--- src/rtl/filter_tap_loader_pkg.sv ---
// Shared definitions for the filter tap-setting message transmitter.
// Latency: n/a (types, constants and a helper function only).
// Backpressure: n/a.
//
// Holds the default message width (`MSG_WIDTH), header field layout,
// the clog2 helper and the loader FSM encoding.

`ifndef MSG_WIDTH
`define MSG_WIDTH 32
`endif

package filter_tap_loader_pkg;

  localparam int MSG_WIDTH_DEF = `MSG_WIDTH;

  // Header flag sits in the top bit of the message word.
  localparam int HDR_FLAG_POS = MSG_WIDTH_DEF - 1;

  // Header field offsets: destination ID in [7:0], tap count in [15:8].
  localparam int HDR_ID_LSB  = 0;
  localparam int HDR_ID_W    = 8;
  localparam int HDR_LEN_LSB = 8;
  localparam int HDR_LEN_W   = 8;

  typedef enum logic [1:0] {
    ST_IDLE = 2'd0,
    ST_HDR  = 2'd1,
    ST_TAPS = 2'd2,
    ST_CSUM = 2'd3
  } state_e;

  // Header flag position for an arbitrary message width.
  function automatic int msg_flag_pos(input int msg_w);
    return msg_w - 1;
  endfunction

  function automatic int clog2(input int n);
    int r;
    r = 0;
    for (int i = 0; i < 32; i++) begin
      if ((1 << r) < n) r = r + 1;
    end
    return r;
  endfunction

endpackage

--- src/rtl/filter_tap_bank.sv ---
// Shadow/active tap register bank with snapshot-on-load and out-of-range write detect.
// Latency: writes and snapshots land on the next clk edge; read by index is combinational.
// Backpressure: none; writes are always accepted, out-of-range ones are dropped and flagged.
//
// Ports:
//   clk       clock
//   wr_vld    write strobe;  wr_addr / wr_dat  index and signed tap value
//   wr_err    combinational: current write strobe targets an index >= FLTLEN
//   load      copy shadow -> active on this edge (pre-write shadow contents)
//   rd_idx    active-bank read index;  rd_dat  combinational read data

module filter_tap_bank #(
  parameter int TAPWIDTH   = 16,
  parameter int FLTLEN     = 10,
  parameter int LOG_FLTLEN = 4
) (
  input  logic                       clk,
  input  logic                       wr_vld,
  input  logic [LOG_FLTLEN-1:0]      wr_addr,
  input  logic signed [TAPWIDTH-1:0] wr_dat,
  output logic                       wr_err,
  input  logic                       load,
  input  logic [LOG_FLTLEN-1:0]      rd_idx,
  output logic signed [TAPWIDTH-1:0] rd_dat
);

  logic signed [TAPWIDTH-1:0] shadow_q [FLTLEN];
  logic signed [TAPWIDTH-1:0] shadow_d [FLTLEN];
  logic signed [TAPWIDTH-1:0] active_q [FLTLEN];
  logic signed [TAPWIDTH-1:0] active_d [FLTLEN];
  logic                       addr_ok;

  assign addr_ok = (32'(wr_addr) < FLTLEN);
  assign wr_err  = wr_vld && !addr_ok;

  always_comb begin
    shadow_d = shadow_q;
    active_d = active_q;
    if (wr_vld && addr_ok) shadow_d[wr_addr] = wr_dat;
    // Snapshot reads shadow_q, so a write in the same cycle is not captured.
    if (load) active_d = shadow_q;
  end

  // Tap storage carries no reset; contents are defined once the host writes them.
  always_ff @(posedge clk) begin
    shadow_q <= shadow_d;
    active_q <= active_d;
  end

  assign rd_dat = active_q[rd_idx];

endmodule

--- src/rtl/filter_tap_loader.sv ---
// Transmit end of the tap-setting protocol: snapshots the shadow bank and sends header + taps.
// Latency: header one cycle after an accepted start, then one tap word per cycle.
// Backpressure: none on the bus; starts while busy are dropped and set the sticky error.
//
// Ports:
//   clk, rst              clock, synchronous active-high reset
//   in_tap_we/addr/data   shadow-bank write port (accepted in every state)
//   in_start              request transmission of the current shadow bank
//   out_msg, out_msg_nd   message word and its valid strobe (word is 0 when not valid)
//   busy                  message in progress;  done  pulse with the final word
//   error                 sticky: out-of-range write or start while not idle
// Optional build macro FILTER_TAP_LOADER_CHECKSUM_EN appends a checksum word.

module filter_tap_loader
  import filter_tap_loader_pkg::*;
#(
  parameter int TAPWIDTH  = 16,
  parameter int FLTLEN    = 10,
  parameter int DEST_ID   = 0,
  parameter int MSG_WIDTH = MSG_WIDTH_DEF
) (
  input  logic                         clk,
  input  logic                         rst,
  input  logic                         in_tap_we,
  input  logic [clog2(FLTLEN)-1:0]     in_tap_addr,
  input  logic signed [TAPWIDTH-1:0]   in_tap_data,
  input  logic                         in_start,
  output logic [MSG_WIDTH-1:0]         out_msg,
  output logic                         out_msg_nd,
  output logic                         busy,
  output logic                         done,
  output logic                         error
);

  localparam int LOG_FLTLEN = clog2(FLTLEN);
  localparam int FLAG_POS   = msg_flag_pos(MSG_WIDTH);
  localparam logic [LOG_FLTLEN-1:0] LAST_IDX = LOG_FLTLEN'(FLTLEN - 1);

  state_e                     state_q, state_d;
  logic [LOG_FLTLEN-1:0]      cnt_q, cnt_d;
  logic [MSG_WIDTH-1:0]       out_msg_q, out_msg_d;
  logic                       out_msg_nd_q, out_msg_nd_d;
  logic                       busy_q, busy_d;
  logic                       done_q, done_d;
  logic                       error_q, error_d;

  logic                       load;
  logic                       emit_tap;
  logic                       wr_err;
  logic signed [TAPWIDTH-1:0] tap_rd;
  logic signed [MSG_WIDTH-2:0] tap_ext;
  logic [MSG_WIDTH-1:0]       hdr_word;

  filter_tap_bank #(
    .TAPWIDTH   (TAPWIDTH),
    .FLTLEN     (FLTLEN),
    .LOG_FLTLEN (LOG_FLTLEN)
  ) u_bank (
    .clk     (clk),
    .wr_vld  (in_tap_we),
    .wr_addr (in_tap_addr),
    .wr_dat  (in_tap_data),
    .wr_err  (wr_err),
    .load    (load),
    .rd_idx  (cnt_d),
    .rd_dat  (tap_rd)
  );

  // Signed size cast sign-extends the tap into the payload field.
  assign tap_ext = (MSG_WIDTH-1)'(tap_rd);

  always_comb begin
    hdr_word = '0;
    hdr_word[FLAG_POS] = 1'b1;
    hdr_word[HDR_LEN_LSB +: HDR_LEN_W] = HDR_LEN_W'(FLTLEN);
    hdr_word[HDR_ID_LSB +: HDR_ID_W]   = HDR_ID_W'(DEST_ID);
  end

`ifdef FILTER_TAP_LOADER_CHECKSUM_EN
  logic [MSG_WIDTH-2:0] csum_q, csum_d;
`endif

  // The output registers hold the word that is on the bus while state_q is
  // in the matching state, so next-word selection keys off state_d/cnt_d.
  always_comb begin
    state_d      = state_q;
    cnt_d        = cnt_q;
    out_msg_d    = '0;
    out_msg_nd_d = 1'b0;
    busy_d       = 1'b0;
    done_d       = 1'b0;
    load         = 1'b0;
    emit_tap     = 1'b0;
    error_d      = error_q | wr_err;

    case (state_q)
      ST_IDLE: begin
        if (in_start) begin
          load         = 1'b1;
          state_d      = ST_HDR;
          cnt_d        = '0;
          out_msg_d    = hdr_word;
          out_msg_nd_d = 1'b1;
          busy_d       = 1'b1;
        end
      end
      ST_HDR: begin
        state_d  = ST_TAPS;
        cnt_d    = '0;
        emit_tap = 1'b1;
      end
      ST_TAPS: begin
        if (cnt_q == LAST_IDX) begin
`ifdef FILTER_TAP_LOADER_CHECKSUM_EN
          state_d      = ST_CSUM;
          out_msg_d    = {1'b0, csum_q};
          out_msg_nd_d = 1'b1;
          busy_d       = 1'b1;
          done_d       = 1'b1;
`else
          state_d      = ST_IDLE;
`endif
        end else begin
          cnt_d    = cnt_q + 1'b1;
          emit_tap = 1'b1;
        end
      end
      ST_CSUM: begin
        state_d = ST_IDLE;
      end
      default: begin
        state_d = ST_IDLE;
      end
    endcase

    if (in_start && (state_q != ST_IDLE)) error_d = 1'b1;

    if (emit_tap) begin
      out_msg_d    = {1'b0, tap_ext};
      out_msg_nd_d = 1'b1;
      busy_d       = 1'b1;
`ifdef FILTER_TAP_LOADER_CHECKSUM_EN
      done_d       = 1'b0;
`else
      done_d       = (cnt_d == LAST_IDX);
`endif
    end
  end

`ifdef FILTER_TAP_LOADER_CHECKSUM_EN
  // Running sum of the sign-extended taps as they are sent.
  always_comb begin
    csum_d = csum_q;
    if (load)     csum_d = '0;
    if (emit_tap) csum_d = csum_q + tap_ext;
  end

  always_ff @(posedge clk) begin
    if (rst) csum_q <= '0;
    else     csum_q <= csum_d;
  end
`endif

  always_ff @(posedge clk) begin
    if (rst) begin
      state_q      <= ST_IDLE;
      cnt_q        <= '0;
      out_msg_q    <= '0;
      out_msg_nd_q <= 1'b0;
      busy_q       <= 1'b0;
      done_q       <= 1'b0;
      error_q      <= 1'b0;
    end else begin
      state_q      <= state_d;
      cnt_q        <= cnt_d;
      out_msg_q    <= out_msg_d;
      out_msg_nd_q <= out_msg_nd_d;
      busy_q       <= busy_d;
      done_q       <= done_d;
      error_q      <= error_d;
    end
  end

  assign out_msg    = out_msg_q;
  assign out_msg_nd = out_msg_nd_q;
  assign busy       = busy_q;
  assign done       = done_q;
  assign error      = error_q;

endmodule

--- config.mk ---
export PLATFORM = sky130hd
export DESIGN_NAME = filter_tap_loader
export DESIGN_NICKNAME = d
export VERILOG_FILES = /design/src/rtl/filter_tap_loader_pkg.sv /design/src/rtl/filter_tap_bank.sv /design/src/rtl/filter_tap_loader.sv
export SDC_FILE = /design/constraint.sdc
export NUM_CORES = 1
export LEC_CHECK = 0
export CORE_ASPECT_RATIO = 1.4
export CORE_MARGIN = 2
export CORE_UTILIZATION = 43
export CTS_CLUSTER_SIZE = 28
export DETAILED_ROUTE_END_ITERATION = 12
export SYNTH_ARGS = -nofsm -noshare
export SYNTH_HDL_FRONTEND = slang
export SYNTH_SLANG_ARGS = --single-unit
--- constraint.sdc ---
create_clock -name clk -period 11.8 [get_ports clk]
set_input_delay 2.36 -clock clk [delete_from_list [all_inputs] [get_ports clk]]
set_output_delay 2.36 -clock clk [all_outputs]
set_load 0.01 [all_outputs]
==> flow_metrics.env <==
export IMPL_outcome="completed"
export IMPL_reg2reg_depth=9
export IMPL_arrival_ps=4860
export IMPL_synthDistinctLibCells=43
export IMPL_cp_cell_sequence="clkdlybuf4s50_1 -> and2_4 -> buf_4 -> buf_4"
export IMPL_path_clk_slew_ps=60
export IMPL_hold_path_end="u_bank.active_q[70]"
export IMPL_routabilityCongestion=0.726
export IMPL_r2r_end="out_msg[9]"
export IMPL_ant_nets=0
export IMPL_cts_buffers=30
export IMPL_fin_crit_sh_pct=39.7
export IMPL_switching_share_pct=20.2
export IMPL_cap_violations=0
export IMPL_dp_hpwl_mm=12.3
export IMPL_ir_drop_uv=121
export IMPL_grt_pass1_wl_mm=33.2
export IMPL_cts_setup_buffers=0
export IMPL_die_y_um=204
export IMPL_crit_path_start_kind="primary input"
export IMPL_setup_tns_ps=0
export IMPL_syn_area_per_cell_um2=18.2
export IMPL_synth_edff_count=320
export IMPL_setup_viol=0
export IMPL_min_from="u_bank.shadow_q[70]"
export IMPL_synthDominantCellAreaShare_pct=78.5
export IMPL_cp_end_kind="flip-flop"
export IMPL_fill_cells=2284
export IMPL_grt_max_degree=95
export IMPL_core_mm2=0.0282
export IMPL_ys_seq_elements=346
export IMPL_fin_hold_ws_ps=413
export IMPL_io_buffers=59
export IMPL_leakagePower_nw=4.70
export IMPL_clock_latency_ps=550
export IMPL_yosysSeqAreaShare_pct=82.7
export IMPL_drt_wl_total_mm=22.4
export IMPL_crit_family="buffers and inverters"
export IMPL_finalHoldViolCount=0
export IMPL_rr_startpoint="state_q[0]"
export IMPL_whs_path_depth=0
export IMPL_synth_cells=674
export IMPL_p_int_mw=1.99
export IMPL_path_class="primary input to flip-flop"
export IMPL_cp_buffers_inverters=3
export IMPL_crit_path_frequent_cell="buf_4"
export IMPL_ctsResizeCount=0
export IMPL_crit_required_ps=11970
export IMPL_wl_per_cell_um=19.8
export IMPL_seqPwrFrac_pct=57.2
export IMPL_grt_setup_unrepaired="false"
export IMPL_antenna_cells=0
export IMPL_dieArea_mm2=0.0299
export IMPL_grt_pass1_vias=5925
export IMPL_final_min_clock_period_ps=4680
export IMPL_synth_nets=705
export IMPL_drtIter0Drc=316
export IMPL_skew_ps=6.00
export IMPL_nets=768
export IMPL_synth_flop_cell="edfxtp_1"
export IMPL_p_switching_mw=0.504
export IMPL_vias_per_cell=5.10
export IMPL_vias=5779
export IMPL_yosysWarnings=0
export IMPL_detailedPlace_worstSlack_ps=6550
export IMPL_cts_buffer_depth=3
export IMPL_worst_slew_pin_slew_ps=1170
export IMPL_drt_pass1_iter_count=6
export IMPL_hold_buffers=0
export IMPL_slew_headroom_pct=21.7
export IMPL_initial_core_util_pct=43.4
export IMPL_io_pins=60
export IMPL_row_count=73
export IMPL_async_flop_share_pct=0
export IMPL_ys_top_cells_by_area="edfxtp_1, dfxtp_1, nand2_1"
export IMPL_grt_overflow_total=0
export IMPL_yosys_area_top_type="edfxtp_1"
export IMPL_worst_slack_ps=7120
export IMPL_hold_path_class="flip-flop to flip-flop"
export IMPL_areaGrowthSynthToFinish_pct=15.2
export IMPL_cts_tree="done"
export IMPL_antenna_found_initial=1
export IMPL_clockRootBuffer="clkbuf_16"
export IMPL_drive_above_1_share_pct=12.0
export IMPL_r2r_slack_ps=8660
export IMPL_critPathMaxFanout=94
export IMPL_crit_slowest_cell="buf_4"
export IMPL_track_usage_pct=14.7
export IMPL_pwr_share_comb_pct=5.7
export IMPL_drc_errors=0
export IMPL_cts_max_level=1
export IMPL_power_density_mw_per_mm2=177
export IMPL_die_w_um=147
export IMPL_synth_area_mm2=0.0122
export IMPL_clock_power_share_pct=37.2
export IMPL_slew_violations=0
export IMPL_clock_sinks=346
export IMPL_fmax_mhz=214
export IMPL_max_stage_delay_ps=840
==> metrics by stage <==
stage	instances	power, mW	instance area [um2]	util [%]
CTS	1134	2.52	14100	50.0
detailed placement	1080	1.59	13200	46.7
global placement	1080	1.59	13200	46.7
finish	1134	2.49	14100	50.0
global route	1134	2.58	14100	50.0
floorplan	674	1.54	12200	-
==> layout make-up <==
class	instances	area (um2)	area share [%]
clock buffer	44	835	5.91
tap	375	469	3.33
inverter	4	15.0	0.106
clock inverter	10	101	0.718
multi-input combinational	280	1850	13.1
sequential	346	10100	71.8
timing repair buffer	75	711	5.04
==> per-layer routing <==
layer / track usage [%] / wire length [um] / part of all wire [%] / up-vias
met5: 0 / 11 / 0.049 / -
met4: 5.93 / 418 / 1.9 / 2
met3: 2.46 / 1100 / 4.9 / 28
met2: 27.4 / 12200 / 55 / 122
met1: 16.8 / 8660 / 39 / 2918
li1: - / - / - / 2709
==> placed cells by master, fill, tap and decap left out, types with 4 or more instances in the layout <==
cell type	instances
a221oi_1	6
ha_1	7
edfxtp_1	320
nor2_1	6
a221o_1	15
nand2_1	107
buf_4	16
dfxtp_1	26
nand2b_1	5
nand3_1	5
clkbuf_1	12
mux2i_1	17
clkinv_2	5
a221oi_2	9
clkdlybuf4s50_1	59
inv_1	4
nor2_2	7
clkbuf_16	31
a32oi_1	14
a21oi_1	39
==> cell usage after synthesis, drive strengths merged (4+ instances only) <==
master  instances
a221o          15
o31ai           4
edfxtp        320
a21oi          40
ha              7
buf            35
and2            5
nand2b          5
nand2         109
a32oi          14
nor2           13
mux2i          17
clkbuf          9
inv             4
dfxtp          26
nand3           6
a221oi         15
==> registers in the layout, summed over array words and instances (netlist names) <==
name             count
done                 1
cnt_q                4
state_q              2
busy                 1
out_msg             17
u_bank.active_q    160
u_bank.shadow_q    160
error                1
==> logic make-up (layout without fill, tap and decap cells) <==
logic type	Yosys count	after routing	share of synthesized area, %
and+or+nand+nor	156	156	5.75
adders and majority gates	7	7	0.715
muxes	19	19	1.67
DFF	346	346	82.7
AOI/OAI and AO/OA	98	98	6.63
buffers and inverters	48	133	2.53
==> power by group through the flow <==
| stage | clock (mW) | sequential (mW) | combinational (mW) |
|---|---|---|---|
| detailed placement | 0 | 1.45 | 0.143 |
| finish | 0.926 | 1.42 | 0.141 |
| global placement | 0 | 1.45 | 0.139 |
| floorplan | 0 | 1.46 | 0.0894 |
| global route | 0.995 | 1.43 | 0.156 |
| CTS | 0.952 | 1.42 | 0.144 |
==> worst max path at each step <==
stage | startpoint | to | slack (ps) | cells past startpoint
floorplan | in_start | out_msg[11] | 4810 | 6
global placement | in_start | u_bank.active_q[4] | 6630 | 4
detailed placement | in_start | u_bank.active_q[117] | 6550 | 4
CTS | in_start | u_bank.active_q[100] | 7110 | 4
global route | in_start | u_bank.active_q[134] | 6960 | 4
finish | in_start | u_bank.active_q[84] | 7120 | 4
Note: power is estimated with default switching activity, not from simulation.
